<file path="src/rtl/ex_alu_unit_pkg.sv">
// Shared constants for the EX-stage ALU: control codes from the ALU control
// decoder and the state encoding of the execute unit.
package ex_alu_unit_pkg;

   localparam logic [2:0] ALU_ADD = 3'b000;
   localparam logic [2:0] ALU_SUB = 3'b010;
   localparam logic [2:0] ALU_AND = 3'b100;
   localparam logic [2:0] ALU_OR  = 3'b101;
   localparam logic [2:0] ALU_MUL = 3'b111;

   typedef enum logic {
      ST_IDLE = 1'b0,
      ST_MUL  = 1'b1
   } ex_state_t;

endpackage

</file>
<file path="src/rtl/ex_alu_unit_seq_multiplier.sv">
// Iterative shift-add multiplier: one partial product per step, WIDTH steps,
// low WIDTH bits of the unsigned product presented with done_o.
module seq_multiplier #(
   parameter int WIDTH = 32
) (
   input  logic             clk_i,
   input  logic             rst_i,
   input  logic             i_start,
   input  logic             i_step,
   input  logic             i_clear,
   input  logic [WIDTH-1:0] i_mcand,
   input  logic [WIDTH-1:0] i_mplier,
   output logic             o_done,
   output logic [WIDTH-1:0] o_product
);

   localparam int CW = (WIDTH > 1) ? $clog2(WIDTH) : 1;

   logic [WIDTH-1:0] r_mcand;
   logic [WIDTH-1:0] r_mplier;
   logic [WIDTH-1:0] r_acc;
   logic [CW-1:0]    r_cnt;
   logic [WIDTH-1:0] w_acc_next;

   assign w_acc_next = r_acc + (r_mplier[0] ? r_mcand : '0);
   assign o_product  = w_acc_next;
   assign o_done     = i_step && (r_cnt == CW'(WIDTH - 1));

   always_ff @(posedge clk_i or negedge rst_i) begin
      if (!rst_i) begin
         r_mcand  <= '0;
         r_mplier <= '0;
         r_acc    <= '0;
         r_cnt    <= '0;
      end else if (i_clear) begin
         r_cnt <= '0;
      end else if (i_start) begin
         r_mcand  <= i_mcand;
         r_mplier <= i_mplier;
         r_acc    <= '0;
         r_cnt    <= '0;
      end else if (i_step) begin
         r_acc    <= w_acc_next;
         r_mcand  <= r_mcand << 1;
         r_mplier <= r_mplier >> 1;
         r_cnt    <= r_cnt + 1'b1;
      end
   end

endmodule

</file>
<file path="src/rtl/ex_alu_unit.sv">
// EX-stage ALU: single-cycle ADD/SUB/AND/OR with a registered result, plus a
// multi-cycle MUL that stalls upstream through busy_o.
//
// state   | meaning
// ST_IDLE | accepting ops; single-cycle results retire here
// ST_MUL  | shift-add multiply running, busy_o high, valid_i ignored
module ex_alu_unit
   import ex_alu_unit_pkg::*;
#(
   parameter int WIDTH = 32
) (
   input  logic             clk_i,
   input  logic             rst_i,
   input  logic             valid_i,
   input  logic [2:0]       ALU_Ctrl_i,
   input  logic [WIDTH-1:0] data1_i,
   input  logic [WIDTH-1:0] data2_i,
   input  logic             flush_i,
   output logic             busy_o,
   output logic             valid_o,
   output logic [WIDTH-1:0] data_o,
   output logic             zero_o
);

   ex_state_t        r_state;
   ex_state_t        w_state_next;
   logic [WIDTH-1:0] w_alu_result;
   logic             w_is_mul;
   logic             w_accept;
   logic             w_mul_start;
   logic             w_mul_step;
   logic             w_mul_done;
   logic [WIDTH-1:0] w_mul_product;
   logic             r_valid;
   logic [WIDTH-1:0] r_data;
   logic             r_zero;

   assign w_is_mul    = (ALU_Ctrl_i == ALU_MUL);
   assign w_accept    = (r_state == ST_IDLE) && valid_i && !flush_i;
   assign w_mul_start = w_accept && w_is_mul;
   assign w_mul_step  = (r_state == ST_MUL) && !flush_i;

   always_comb begin
      w_alu_result = '0;
      case (ALU_Ctrl_i)
         ALU_ADD: w_alu_result = data1_i + data2_i;
         ALU_SUB: w_alu_result = data1_i - data2_i;
         ALU_AND: w_alu_result = data1_i & data2_i;
         ALU_OR:  w_alu_result = data1_i | data2_i;
         default: w_alu_result = '0;
      endcase
   end

   seq_multiplier #(.WIDTH(WIDTH)) u_mul (
      .clk_i     (clk_i),
      .rst_i     (rst_i),
      .i_start   (w_mul_start),
      .i_step    (w_mul_step),
      .i_clear   (flush_i),
      .i_mcand   (data1_i),
      .i_mplier  (data2_i),
      .o_done    (w_mul_done),
      .o_product (w_mul_product)
   );

   always_ff @(posedge clk_i or negedge rst_i) begin
      if (!rst_i) r_state <= ST_IDLE;
      else        r_state <= w_state_next;
   end

   always_comb begin
      w_state_next = r_state;
      if (flush_i) begin
         w_state_next = ST_IDLE;
      end else begin
         case (r_state)
            ST_IDLE: if (w_mul_start) w_state_next = ST_MUL;
            ST_MUL:  if (w_mul_done)  w_state_next = ST_IDLE;
            default: w_state_next = ST_IDLE;
         endcase
      end
   end

   always_comb begin
      busy_o = (r_state == ST_MUL);
   end

   // Result registers; flush kills the pulse but keeps the last result visible.
   always_ff @(posedge clk_i or negedge rst_i) begin
      if (!rst_i) begin
         r_valid <= 1'b0;
         r_data  <= '0;
         r_zero  <= 1'b1;
      end else if (flush_i) begin
         r_valid <= 1'b0;
      end else if (w_accept && !w_is_mul) begin
         r_valid <= 1'b1;
         r_data  <= w_alu_result;
         r_zero  <= (w_alu_result == '0);
      end else if (w_mul_done) begin
         r_valid <= 1'b1;
         r_data  <= w_mul_product;
         r_zero  <= (w_mul_product == '0);
      end else begin
         r_valid <= 1'b0;
      end
   end

   assign valid_o = r_valid;
   assign data_o  = r_data;
   assign zero_o  = r_zero;

endmodule

</file>
<file path="config.mk">
export PLATFORM = sky130hd
export DESIGN_NAME = ex_alu_unit
export DESIGN_NICKNAME = d
export VERILOG_FILES = /design/src/rtl/ex_alu_unit_pkg.sv /design/src/rtl/ex_alu_unit_seq_multiplier.sv /design/src/rtl/ex_alu_unit.sv
export SDC_FILE = /design/constraint.sdc
export NUM_CORES = 1
export LEC_CHECK = 0
export BUFFER_PORTS_ARGS = -buffer_cell sky130_fd_sc_hd__buf_2
export CAP_MARGIN = 40
export CORE_ASPECT_RATIO = 1.1
export CORE_MARGIN = 2
export CORE_UTILIZATION = 60
export CTS_CLUSTER_SIZE = 8
export DETAILED_ROUTE_END_ITERATION = 10
export GPL_TIMING_DRIVEN = 1
export PLACE_DENSITY = 0.83
export SLEW_MARGIN = 20
export SYNTH_ARGS = -nofsm -noshare
export SYNTH_HDL_FRONTEND = slang
export SYNTH_HIERARCHICAL = 1
export SYNTH_SLANG_ARGS = --single-unit
</file>
<file path="constraint.sdc">
create_clock -name clk_i -period 4.5 [get_ports clk_i]
set_input_delay 0.225 -clock clk_i [delete_from_list [all_inputs] [get_ports clk_i]]
set_output_delay 0.225 -clock clk_i [all_outputs]
set_load 0.02 [all_outputs]
</file>
# Word-level counts from Yosys, hierarchy flattened
# Cells that the tools add are included.
[op_classes]
n_bitwise = 4
n_addsub = 4
muxes = 22
n_reduce_logical = 16
eq_ne = 5
[ops]
columns = ["cell", "n"]
rows = [
  ["$mux 32", 9],
  ["$pmux 32 s4", 1],
  ["$add 32x32->32", 2],
  ["$logic_not 32->1", 2],
  ["$and 32x32->32", 1],
  ["$or 32x32->32", 1],
  ["$sub 32x32->32", 1],
  ["$mux 5", 3],
  ["$eq 3x3->1 const B", 3],
  ["$mux 1", 8],
  ["$logic_and 1x1->1", 6],
  ["$add 5x1->5 const B", 1],
  ["$eq 5x5->1 const B", 1],
  ["$reduce_and 2->1", 2],
  ["$reduce_bool 2->1", 2],
  ["$eq 3x2->1 const B", 1],
  ["$logic_not 3->1", 1],
  ["$reduce_bool 3->1", 1],
  ["$logic_not 1->1", 2],
  ["$not 1->1", 2],
  ["$pmux 1 s2", 1],
]
[word_totals]
inputBits = 71
wordCells = 59
regBits = 136

# Depth between registers and ports, before layout
[logic_depth]
word_depth = 7
ltp_mapped = 21
ltp_nobuf = 20

# Hierarchy
# Netlist, hierarchy kept.
[by_module_without_submodules]
columns = ["module", "area_per_inst_um2", "cells_per_inst", "instances", "seq_area_each_um2"]
rows = [
  ["seq_multiplier", 6105.9, 639, 1, 2527.4],
  ["ex_alu_unit", 5066.1, 685, 1, 877.1],
]

# Worst setup path after synthesis
# No wires, ideal clock.
[synth_timing]
path_type = "input to register"
from = "in data2_i[2]"
to = "reg r_zero, in the netlist zero_o"
stages = 20
n_path_buf = 2
t_arrival_ps = 4899
setup_time_ps = 91
setup_slack_ps = -489
required_ps = 4409
cell_sequence = "clkbuf_1 nor4_1 and2_1 nand2_1 or3_1 or2_2 clkbuf_1 o41ai_1 xor2_1 ha_1 nand4_1 or2_2 or4_1 o31ai_1 a2111oi_2 xnor2_1 a22oi_1 inv_1 or4_1 o31ai_1"
[synth_via]
elab_chain_cells = 4
word_cells_on_any_way = 7
[synth_rtl]
columns = ["element", "line", "source"]
rows = [
  ["start, declared", "ex_alu_unit.sv:17", "input logic [WIDTH-1:0] data2_i,"],
  ["$sub 32x32->32 (tied with other cells)", "ex_alu_unit.sv:47", "ALU_SUB: w_alu_result = data1_i - data2_i;"],
  ["$pmux 32 s4 *", "ex_alu_unit.sv:45", "case (ALU_Ctrl_i)"],
  ["$logic_not 32->1 *", "ex_alu_unit.sv:99", "r_zero <= (w_alu_result == '0);"],
  ["$mux 1 *", "ex_alu_unit.sv:96", "end else if (w_accept && !w_is_mul) begin"],
  ["end signal, assigned", "ex_alu_unit.sv:99", ""],
  ["end signal, assigned", "ex_alu_unit.sv:103", "r_zero <= (w_mul_product == '0);"],
  ["end, declared", "ex_alu_unit.sv:36", "logic r_zero;"],
]
# Every way passes the cells marked *; elsewhere a longest branch is shown, timed or not.
# A chain may end at the register's enable or synchronous reset.

# Worst setup path in the final report
[layout_timing]
from = "in data2_i[4]"
to = "reg r_zero, in the netlist zero_o"
# The elaborated chain is that of the path after synthesis.

==> impl_metrics.json <==
{
  "insertion_delay_ns": 0.44,
  "grt_pass1_vias": 10220,
  "period_minus_slack_ns": 4.325,
  "grt.total_usage": 0.3396,
  "ant_nets": 0,
  "cts_tree": "built",
  "drv_cap": 0,
  "grt_max_degree": 81,
  "synth.most_common_cell": "nand2_1",
  "slew_violations": 0,
  "drtIter0Drc": 1321,
  "netSwitchingFraction": 0.3339,
  "drt-pass1-iter-count": 6,
  "rr_worst_depth": 17,
  "die_area_um2": 19730,
  "synthToLayoutAreaGrowth_pct": 17.48,
  "seqPwrFrac": 0.354,
  "synthCells": 1324,
  "outcome": "complete, no violations",
  "required_ns": 4.86,
  "synth.avg_cell_area_um2": 8.438,
  "rrSetupSlack_ns": 0.21,
  "timing.final.crit_share": 0.9610,
  "synth_area_leaders": "dfrtp_1, ha_1, mux2i_1, o21ai_0, nand2_1",
  "startpoint": "data2_i[4]",
  "fp.dieW_um": 134.1,
  "nNetsFinal": 1606,
  "gr-total-overflow": 0,
  "coreArea_um2": 18350,
  "ys_warn_count": 6,
  "post-route-worst-setup-slack_ns": 0.1754,
  "drc_errors": 0,
  "start_kind": "input port",
  "synth_top_area_frac": 0.3024,
  "synth_flop_cell": "dfrtp_1",
  "seq_area_frac_synth": 0.3047,
  "grt_first_pass_wirelength_um": 53070,
  "setup.worst_path.class": "input port to flip-flop",
  "synth_area_um2": 11170,
  "timing.hold.ws_ns": 0.07576,
  "std_cell_rows": 52,
  "gp_congestion": 0.9869,
  "combPwrFrac": 0.265,
  "diodes": 0,
  "power_density_nw_per_um2": 285.0,
  "cts_made_buffers": 17,
  "slew_headroom": 0.4587,
  "synth_edf_count": 0,
  "antenna_found_initial": 0,
  "synth-seq-cells": 136,
  "totalWireLength_um": 33250,
  "cts_root_buffer": "clkbuf_16",
  "io_pins": 106,
  "synth_nets": 1464,
  "cts.clk_slew.worst_paths_ns": 0.07,
  "cp_max_fo": 5,
  "wl_per_cell_um": 19.31,
  "async_reset_ff_frac": 1.000,
  "hold_class": "input port to flip-flop",
  "vias": 10840,
  "irDropWorstVdd_mv": 0.2652,
  "synth.cells.most_frequent": "nand2_1, o21ai_0, dfrtp_1",
  "post-dp-hpwl_um": 25400,
  "drive_above_1_share": 0.1981,
  "internal-power_mw": 2.492,
  "synth_largest_area_cell": "dfrtp_1",
  "setup_tns_ns": 0,
  "power_leakage_nw": 5.917,
  "power_frac_clock": 0.381,
  "hold_viol": 0,
  "clockBufferDepth": 2,
  "dp_slack_ns": -0.2789,
  "placed_area_um2": 12480,
  "ys_types": 87,
  "clock_skew_ns": 0.01328,
  "clock.fmax_mhz": 231.2,
  "endpoint": "zero_o",
  "htreeDepth": 4,
  "rr_startpoint": "u_mul/r_mcand[0]",
  "fin_area_um2": 13130,
  "timing.rr.end": "zero_o",
  "fp.dieH_um": 147.1,
  "port_buffers": 105,
  "setup_violations": 0,
  "worst_pin_slew_ns": 0.8082,
  "vias_per_cell": 6.294,
  "clock-sinks": 136,
  "arrival_ns": 4.68,
  "start_util": 0.6089,
  "p_switching_mw": 1.249,
  "cp-end-kind": "flip-flop"
}
## layer usage
metal,part of all wire,GRT usage,vias to the layer above,routed length [um]
met5,0,0,-,0
li1,-,-,5087,-
met2,0.46,0.5341,491,15180
met3,0.075,0.06487,64,2502
met1,0.44,0.4762,5197,14590
met4,0.030,0.1068,0,986
## stage by stage
stage          instances  total power, mW  utilization
4_1_cts             1722            3.725       0.7130
3_3_place_gp        1688            2.282       0.6787
3_5_place_dp        1689            2.305       0.6802
5_1_grt             1722            3.893       0.7154
2_1_floorplan       1324            1.941            -
6_report            1722            3.741       0.7154
## cell type report
| class | instances | area, um^2 |
|---|---|---|
| flip-flops and latches | 136 | 3405 |
| clock inverters | 13 | 138.9 |
| fillers | 1437 | 5223 |
| multi-input cells | 1086 | 7451 |
| repair buffers | 200 | 1280 |
| clock buffers | 19 | 452.9 |
| inverters | 25 | 93.84 |
| well taps | 243 | 304.0 |
## critical path, cell delays in order
cell      delay [ns]
buf_2           0.12
nor4_4          0.29
and2_4          0.19
nand2_2         0.07
or3_4           0.39
or2_4           0.28
o21ai_0         0.21
xor2_1          0.17
ha_1            0.26
a21oi_1         0.27
o21ai_1         0.18
o32ai_2         0.29
a31oi_2         0.09
a221oi_2        0.41
o221ai_2        0.16
xor2_1          0.17
a21o_1          0.18
or4_1           0.53
o31ai_2         0.18
## state kept, by name (all words and copies together) (netlist names)
name	cells
u_mul/r_mcand	32
zero_o	1
busy_o	1
u_mul/r_cnt	5
data_o	32
u_mul/r_acc	32
u_mul/r_mplier	32
valid_o	1
## power by group through the flow
stage          sequential [mW]  combinational, mW  clock [mW]
2_1_floorplan             1.37              0.574           0
3_3_place_gp              1.34              0.940           0
3_5_place_dp              1.35              0.959           0
4_1_cts                   1.32              0.965        1.44
5_1_grt                   1.33               1.07        1.49
6_report                  1.32              0.991        1.43
## cells in the final DEF, fill, tap and decap left out, drive strengths merged, types with 7 or more instances in the layout
master,count
a211oi,12
a21o,18
a21oi,96
a221oi,8
a22o,26
a22oi,16
a31oi,10
and2,40
and3,15
buf,199
clkbuf,19
dfrtp,135
ha,67
inv,30
maj3,27
mux2i,71
nand2,175
nand2b,14
nand3,15
nand4,15
nor2,78
nor2b,8
nor3,24
nor4,18
o21ai,154
o21bai,7
o31ai,13
o41ai,9
xnor2,48
xor2,42
## what timing repair did
| action | 4_1_cts | 5_1_grt |
|---|---|---|
| hold buffers | 1 | 0 |
| resized for setup | 0 | 10 |
| buffers inserted | 0 | 0 |
| endpoints found under the hold margin | 31 | 0 |
| endpoints found under the setup margin | 0 | 2 |
## logic make-up after synthesis
logic type / synth area share
AO/OA/AOI/OAI: 0.2373
XOR/XNOR: 0.07056
adder cells (fa/ha/maj): 0.1028
buffers and inverters: 0.04009
flip-flops: 0.3047
multiplexers: 0.06361
AND/OR/NAND/NOR: 0.1809
## worst min path at each step
stage,startpoint,endpoint,slack (ns),cells past startpoint
after floorplan,rst_i,busy_o,-0.07,0
after global placement,rst_i,u_mul/r_mplier[29],0.37,1
after detailed placement,rst_i,u_mul/r_mplier[29],0.13,1
after CTS,data1_i[0],u_mul/r_mcand[0],0.06,2
after global routing,data1_i[0],u_mul/r_mcand[0],0.07,2
final,data1_i[0],u_mul/r_mcand[0],0.08,2
Note: power is estimated with default switching activity, not from simulation.
